$ cat config.mk
export PLATFORM = sky130hd
export DESIGN_NAME = mem_march_driver
export DESIGN_NICKNAME = d
export VERILOG_FILES = /design/src/rtl/mem_march_driver.sv
export SDC_FILE = /design/constraint.sdc
export NUM_CORES = 1
export LEC_CHECK = 0
export CAP_MARGIN = 5
export CORE_MARGIN = 3
export CORE_UTILIZATION = 50
export DETAILED_ROUTE_END_ITERATION = 10
export PLACE_DENSITY = 0.76
export SYNTH_ARGS = -nofsm -noshare
export SYNTH_HDL_FRONTEND = slang
export SYNTH_SLANG_ARGS = --single-unit
$ cat constraint.sdc
create_clock -name clk_ip -period 6.1 [get_ports clk_ip]
set_input_delay 1.83 -clock clk_ip [delete_from_list [all_inputs] [get_ports clk_ip]]
set_output_delay 1.83 -clock clk_ip [all_outputs]
set_load 0.02 [all_outputs]
$ cat src/rtl/mem_march_driver.sv
// -----------------------------------------------------------------------------
// mem_march_driver
//
// Self-test bus master for a single-port RAM. On an accepted start it sweeps
// the whole array four times: write P(a) ascending, read back ascending, write
// ~P(a) descending, read back descending, where P(a) = seed ^ a. Every read is
// compared one cycle later against the expected word. It reports pass/fail, a
// saturating mismatch count and the address of the first mismatch.
//
// Ports
//   clk_ip            : clock, all state changes on the rising edge
//   rst_ip            : synchronous active-high reset
//   start_ip          : run request, only looked at while idle
//   seed_ip           : pattern seed, captured when a start is accepted
//   rd_data_ip        : RAM read data, valid the cycle after a read
//   mem_we_op         : RAM write enable
//   mem_cs_op         : RAM chip select
//   mem_oe_op         : RAM output enable
//   mem_address_op    : RAM address
//   mem_data_op       : RAM write data (0 when not writing)
//   busy_op           : run in progress
//   done_op           : one-cycle pulse when a run finishes
//   pass_op           : last run finished with zero mismatches
//   err_count_op      : mismatch count, saturating
//   first_err_addr_op : address of the first mismatch of the run
// -----------------------------------------------------------------------------
module mem_march_driver #(
    parameter int DATA_WIDTH = 8,
    parameter int RAM_DEPTH  = 1024,
    parameter int ADDR_WIDTH = $clog2(RAM_DEPTH)
) (
    input  logic                  clk_ip,
    input  logic                  rst_ip,
    input  logic                  start_ip,
    input  logic [DATA_WIDTH-1:0] seed_ip,
    input  logic [DATA_WIDTH-1:0] rd_data_ip,
    output logic                  mem_we_op,
    output logic                  mem_cs_op,
    output logic                  mem_oe_op,
    output logic [ADDR_WIDTH-1:0] mem_address_op,
    output logic [DATA_WIDTH-1:0] mem_data_op,
    output logic                  busy_op,
    output logic                  done_op,
    output logic                  pass_op,
    output logic [ADDR_WIDTH:0]   err_count_op,
    output logic [ADDR_WIDTH-1:0] first_err_addr_op
);

    typedef enum logic [2:0] {
        S_IDLE,
        S_WR0,
        S_RD0,
        S_WR1,
        S_RD1,
        S_FLUSH,
        S_DONE
    } state_e;

    localparam logic [ADDR_WIDTH-1:0] LAST_ADDR = ADDR_WIDTH'(RAM_DEPTH - 1);
    localparam logic [ADDR_WIDTH-1:0] ADDR_ONE  = ADDR_WIDTH'(1);
    localparam logic [ADDR_WIDTH:0]   ERR_ONE   = (ADDR_WIDTH + 1)'(1);
    localparam logic [ADDR_WIDTH:0]   ERR_MAX   = '1;

    // Address is zero-extended or truncated to the word width.
    function automatic logic [DATA_WIDTH-1:0] pattern(
        input logic [DATA_WIDTH-1:0] seed,
        input logic [ADDR_WIDTH-1:0] addr
    );
        return seed ^ DATA_WIDTH'(addr);
    endfunction

    // The state register always describes the operation currently on the bus;
    // the bus registers are loaded from the next state so they line up.
    state_e                state_q, state_d;
    logic [ADDR_WIDTH-1:0] addr_q, addr_d;
    logic [DATA_WIDTH-1:0] seed_q, seed_d;
    logic                  we_q, we_d;
    logic                  cs_q, cs_d;
    logic                  oe_q, oe_d;
    logic [DATA_WIDTH-1:0] data_q, data_d;
    logic                  busy_q, busy_d;
    logic                  done_q, done_d;
    logic                  pass_q, pass_d;
    logic [ADDR_WIDTH:0]   err_count_q, err_count_d;
    logic [ADDR_WIDTH-1:0] first_err_q, first_err_d;

    // One-deep compare pipeline: what the read on the bus this cycle expects.
    logic                  pend_valid_q, pend_valid_d;
    logic [DATA_WIDTH-1:0] pend_exp_q, pend_exp_d;
    logic [ADDR_WIDTH-1:0] pend_addr_q, pend_addr_d;
    logic                  mismatch;

    always_comb begin
        // NOTE: every variable gets a default before any branch so no path
        // leaves one unassigned, which would otherwise infer a latch.
        state_d     = state_q;
        addr_d      = addr_q;
        seed_d      = seed_q;
        pass_d      = pass_q;
        err_count_d = err_count_q;
        first_err_d = first_err_q;

        // Compare runs regardless of state, so the last RD0 read is checked
        // during the first WR1 cycle and the last RD1 read during FLUSH.
        mismatch = pend_valid_q && (rd_data_ip != pend_exp_q);
        if (mismatch) begin
            if (err_count_q != ERR_MAX) begin
                err_count_d = err_count_q + ERR_ONE;
            end
            if (err_count_q == '0) begin
                first_err_d = pend_addr_q;
            end
        end

        case (state_q)
            S_IDLE: begin
                addr_d = '0;
                if (start_ip) begin
                    state_d     = S_WR0;
                    seed_d      = seed_ip;
                    err_count_d = '0;
                    first_err_d = '0;
                    pass_d      = 1'b0;
                end
            end
            S_WR0: begin
                if (addr_q == LAST_ADDR) begin
                    state_d = S_RD0;
                    addr_d  = '0;
                end else begin
                    addr_d = addr_q + ADDR_ONE;
                end
            end
            S_RD0: begin
                if (addr_q == LAST_ADDR) begin
                    state_d = S_WR1;
                    addr_d  = LAST_ADDR;
                end else begin
                    addr_d = addr_q + ADDR_ONE;
                end
            end
            S_WR1: begin
                if (addr_q == '0) begin
                    state_d = S_RD1;
                    addr_d  = LAST_ADDR;
                end else begin
                    addr_d = addr_q - ADDR_ONE;
                end
            end
            S_RD1: begin
                if (addr_q == '0) begin
                    state_d = S_FLUSH;
                    addr_d  = '0;
                end else begin
                    addr_d = addr_q - ADDR_ONE;
                end
            end
            S_FLUSH: begin
                state_d = S_DONE;
                addr_d  = '0;
            end
            S_DONE: begin
                state_d = S_IDLE;
                addr_d  = '0;
            end
            default: begin
                state_d = S_IDLE;
                addr_d  = '0;
            end
        endcase

        // The final compare resolves on the same edge that enters DONE, so
        // the verdict uses the updated count.
        if (state_d == S_DONE) begin
            pass_d = (err_count_d == '0);
        end

        we_d   = (state_d == S_WR0) || (state_d == S_WR1);
        oe_d   = (state_d == S_RD0) || (state_d == S_RD1);
        cs_d   = we_d || oe_d;
        data_d = '0;
        if (state_d == S_WR0) begin
            data_d = pattern(seed_d, addr_d);
        end else if (state_d == S_WR1) begin
            data_d = ~pattern(seed_d, addr_d);
        end
        busy_d = (state_d != S_IDLE) && (state_d != S_DONE);
        done_d = (state_d == S_DONE);

        pend_valid_d = oe_q;
        pend_addr_d  = addr_q;
        pend_exp_d   = (state_q == S_RD1) ? ~pattern(seed_q, addr_q)
                                          : pattern(seed_q, addr_q);
    end

    // NOTE: sequential state uses non-blocking assignments so every register
    // samples the pre-edge values regardless of statement order.
    always_ff @(posedge clk_ip) begin
        if (rst_ip) begin
            state_q      <= S_IDLE;
            addr_q       <= '0;
            seed_q       <= '0;
            we_q         <= 1'b0;
            cs_q         <= 1'b0;
            oe_q         <= 1'b0;
            data_q       <= '0;
            busy_q       <= 1'b0;
            done_q       <= 1'b0;
            pass_q       <= 1'b0;
            err_count_q  <= '0;
            first_err_q  <= '0;
            // NOTE: clearing the valid bit is what discards an in-flight
            // compare; the payload is reset only to keep it deterministic.
            pend_valid_q <= 1'b0;
            pend_exp_q   <= '0;
            pend_addr_q  <= '0;
        end else begin
            state_q      <= state_d;
            addr_q       <= addr_d;
            seed_q       <= seed_d;
            we_q         <= we_d;
            cs_q         <= cs_d;
            oe_q         <= oe_d;
            data_q       <= data_d;
            busy_q       <= busy_d;
            done_q       <= done_d;
            pass_q       <= pass_d;
            err_count_q  <= err_count_d;
            first_err_q  <= first_err_d;
            pend_valid_q <= pend_valid_d;
            pend_exp_q   <= pend_exp_d;
            pend_addr_q  <= pend_addr_d;
        end
    end

    assign mem_we_op         = we_q;
    assign mem_cs_op         = cs_q;
    assign mem_oe_op         = oe_q;
    assign mem_address_op    = addr_q;
    assign mem_data_op       = data_q;
    assign busy_op           = busy_q;
    assign done_op           = done_q;
    assign pass_op           = pass_q;
    assign err_count_op      = err_count_q;
    assign first_err_addr_op = first_err_q;

endmodule

==> metrics.csv <==
metric,value,unit
fin_ws,2.151,ns
seqCellArea,1501,µm²
cts_tree,yes,
synth_edf_count,0,
cts_root_buf,clkbuf_8,
gr-total-overflow,0,
slowest_delay,0.49,ns
io_buffers,63,
syn_inst,411,
power,995.0,µW
crit_type,input pin to flip-flop,
finalWeightedCongestion,0.9501,
dr.pass1.iters,4,
finalHoldViolCount,0,
crit_family,simple AND/OR/NAND/NOR gates,
ant_nets,0,
synth_top_area_share,40.72,%
path_cells,"clkdlybuf4s50_1, xor2_1, nor4_1, nand2_1, a41o_1, and3_1, or4_1, o31ai_1",
fin_setup_tns,0,ns
pre_cts_slack,1.796,ns
setup_viol,0,
required,6.37,ns
arrival,4.22,ns
yosys-top-cells-count,"dfxtp_1, nor2_1, xnor2_1, mux2i_1, xor2_1",
syn_nets,434,
yosys.area_share.simple,24.19,%
synth_top_family_by_area,simple AND/OR/NAND/NOR gates,
die_y,91.88,µm
grt_antenna_before_repair,0,
synth.most_common_cell,dfxtp_1,
period_needed,3.949,ns
hpwlAfterDp,5842,µm
drc,0,
start_kind,input pin,
p_leak,0.001759,µW
cts_resized,0,
place_area,4313,µm²
ys_warn_count,0,
synthAdderAreaFrac,1.357,%
drive_gt1_share,6.926,%
syn2layout_area_growth,22.40,%
slowest_stage,or4_1,
multi_input_area,2006,µm²
rsz0062_at_grt,false,
holdCritPathClass,flip-flop to flip-flop,
period_share,64.74,%
cp.depth,8,
num_antenna_cells,0,
fmax,253.2,MHz
ios,64,
cts_hold_buf,0,
grtUsageTotal,19.97,%
htree_levels,3,
dieArea,8441,µm²
grt_max_degree,21,
ys_seq_area_share,40.72,%
clock_latency,0.36,ns
synth-async-reset-ratio,0,%
cts-buffers-inserted,9,
stdcell_area,4513,µm²
critPathMaxFanout,11,
core_region_area,6982,µm²
status,"finished, final reports clean",
drv_slew,0,
synth.mux.area_fraction,5.836,%
fillers,589,
synth_compound_area_share,10.89,%
cp-end-kind,flip-flop,
via_per_inst,5.439,
die_x,91.88,µm
first_global_vias,2899,
dr_total_vias,3035,
postCtsSetupBuffers,0,
cellPowerDensity,220.5,nW/µm²
wirelength,8225,µm
wl_per_cell,14.74,µm
yosys.area.top_type,dfxtp_1,
syn_area,3687,µm²
cts_buffer_depth,2,
synth_ff_type,dfxtp_1,
avgSynthCellArea,8.971,µm²
ys_top_cells_by_area,"dfxtp_1, xnor2_1, nor2_1",
crit_buf_inv,1,
ys_ff_latch,75,
worst_pin_slew,0.7383,ns
clock-sinks,75,
grt_pass1_wl,13680,µm
max-vdd-ir-drop,0.1551,mV
finalNetCount,481,
rr_worst_depth,9,
start_util,52.81,%
maxCapViolCount,0,
num_rows,30,
slew_headroom,50.78,%
ys_types,63,
drt-initial-drc-count,217,
skew,0.01107,ns
cts.reportedPaths.clkPinSlew,0.07,ns
synth-xor-area-share,12.11,%
holdPathStages,1,
==> state kept, by name, summed over array words and instances, names as in the netlist <==
name               count
pend_valid_q           1
mem_data_op            8
pend_exp_q             8
done_op                1
mem_cs_op              1
first_err_addr_op     10
busy_op                1
pend_addr_q           10
err_count_op          11
mem_we_op              1
state_q                3
mem_oe_op              1
mem_address_op        10
pass_op                1
seed_q                 8
==> per-layer routing <==
layer,wire length (µm),track usage (%),vias to the layer above
met5,0,0,-
met4,89,8.045,0
met3,546,5.004,10
met2,3916,33.39,95
met1,3672,24.56,1420
li1,-,-,1510
==> stage by stage <==
step / instances / util [%] / hold slack, ns
3_5_place_dp: 543 / 61.77 / 0.4516
6_report: 558 / 64.64 / 0.4620
3_3_place_gp: 543 / 61.77 / 0.4405
2_1_floorplan: 411 / - / 0.4365
4_1_cts: 558 / 64.64 / 0.4622
5_1_grt: 558 / 64.64 / 0.4891
==> kinds of logic after synthesis <==
group	Yosys count
xor gates and xnor gates	51
adders and majority gates	4
DFF	75
muxes	21
buffers and inverters	39
AOI/OAI and AO/OA	55
and+or+nand+nor	166
==> placed cells by master (no fill, tap or decap), types with 2 or more instances in the layout <==
master           netlist  routed
xor2_1                19      19
nor4_1                 8       8
nand4_1                8       8
inv_1                  9       9
or3_1                  4       4
o32a_1                 2       2
nor2_1                72      72
a21oi_1               11      11
xnor2_1               32      32
o31ai_1                5       5
a211oi_1               2       2
buf_4                  2       2
and4_1                 6       6
o211ai_1               3       3
a31oi_1                4       4
o22ai_2                2       2
or4_1                  3       3
nand2b_1               4       4
o21ai_0                5       5
ha_1                   4       4
clkinv_2               0       2
and2_1                 3       3
nand2_1               14      14
clkdlybuf4s50_1        0      63
nor3_1                 3       3
clkbuf_8               0      11
and3_1                10      10
dfxtp_1               75      75
mux2i_1               20      20
nor2_2                 2       2
nand3_1                7       7
o22ai_1                5       5
nor2b_1               11      11
==> layout make-up <==
| class | instances | share of cell area (%) |
|---|---|---|
| multi-input combinational | 297 | 44.44 |
| sequential | 75 | 33.27 |
| timing repair buffer | 65 | 14.31 |
| clock buffer | 11 | 3.355 |
| tap | 96 | 2.661 |
| clock inverter | 4 | 1.081 |
| inverter | 10 | 0.8872 |
==> power breakdown <==
group / internal (µW) / total [µW] / switching (µW)
Combinational: 45.1 / 94.9 / 49.8
Clock: 209 / 392 / 183
Sequential: 501 / 508 / 7.33
Total: 755 / 995 / 240
==> worst reg2reg max path, stage by stage (launching register included) <==
cell and delay, ns:
dfxtp_1 0.43, inv_1 0.15, ha_1 0.22, or4b_4 0.54, or3_1 0.52, o22ai_1 0.21
a2bb2oi_1 0.08, o32a_1 0.22, xnor2_1 0.20, nor2_1 0.06
==> final timing paths <==
kind	start	end	slack, ns
setup reg to reg	mem_address_op[0]	mem_data_op[0]	3.37
hold reg to reg	mem_oe_op	pend_valid_q	0.46
hold / removal	mem_oe_op	pend_valid_q	0.46
setup / recovery	rd_data_ip[6]	pass_op	2.15
No activity file was read; power rests on OpenSTA's default activity.
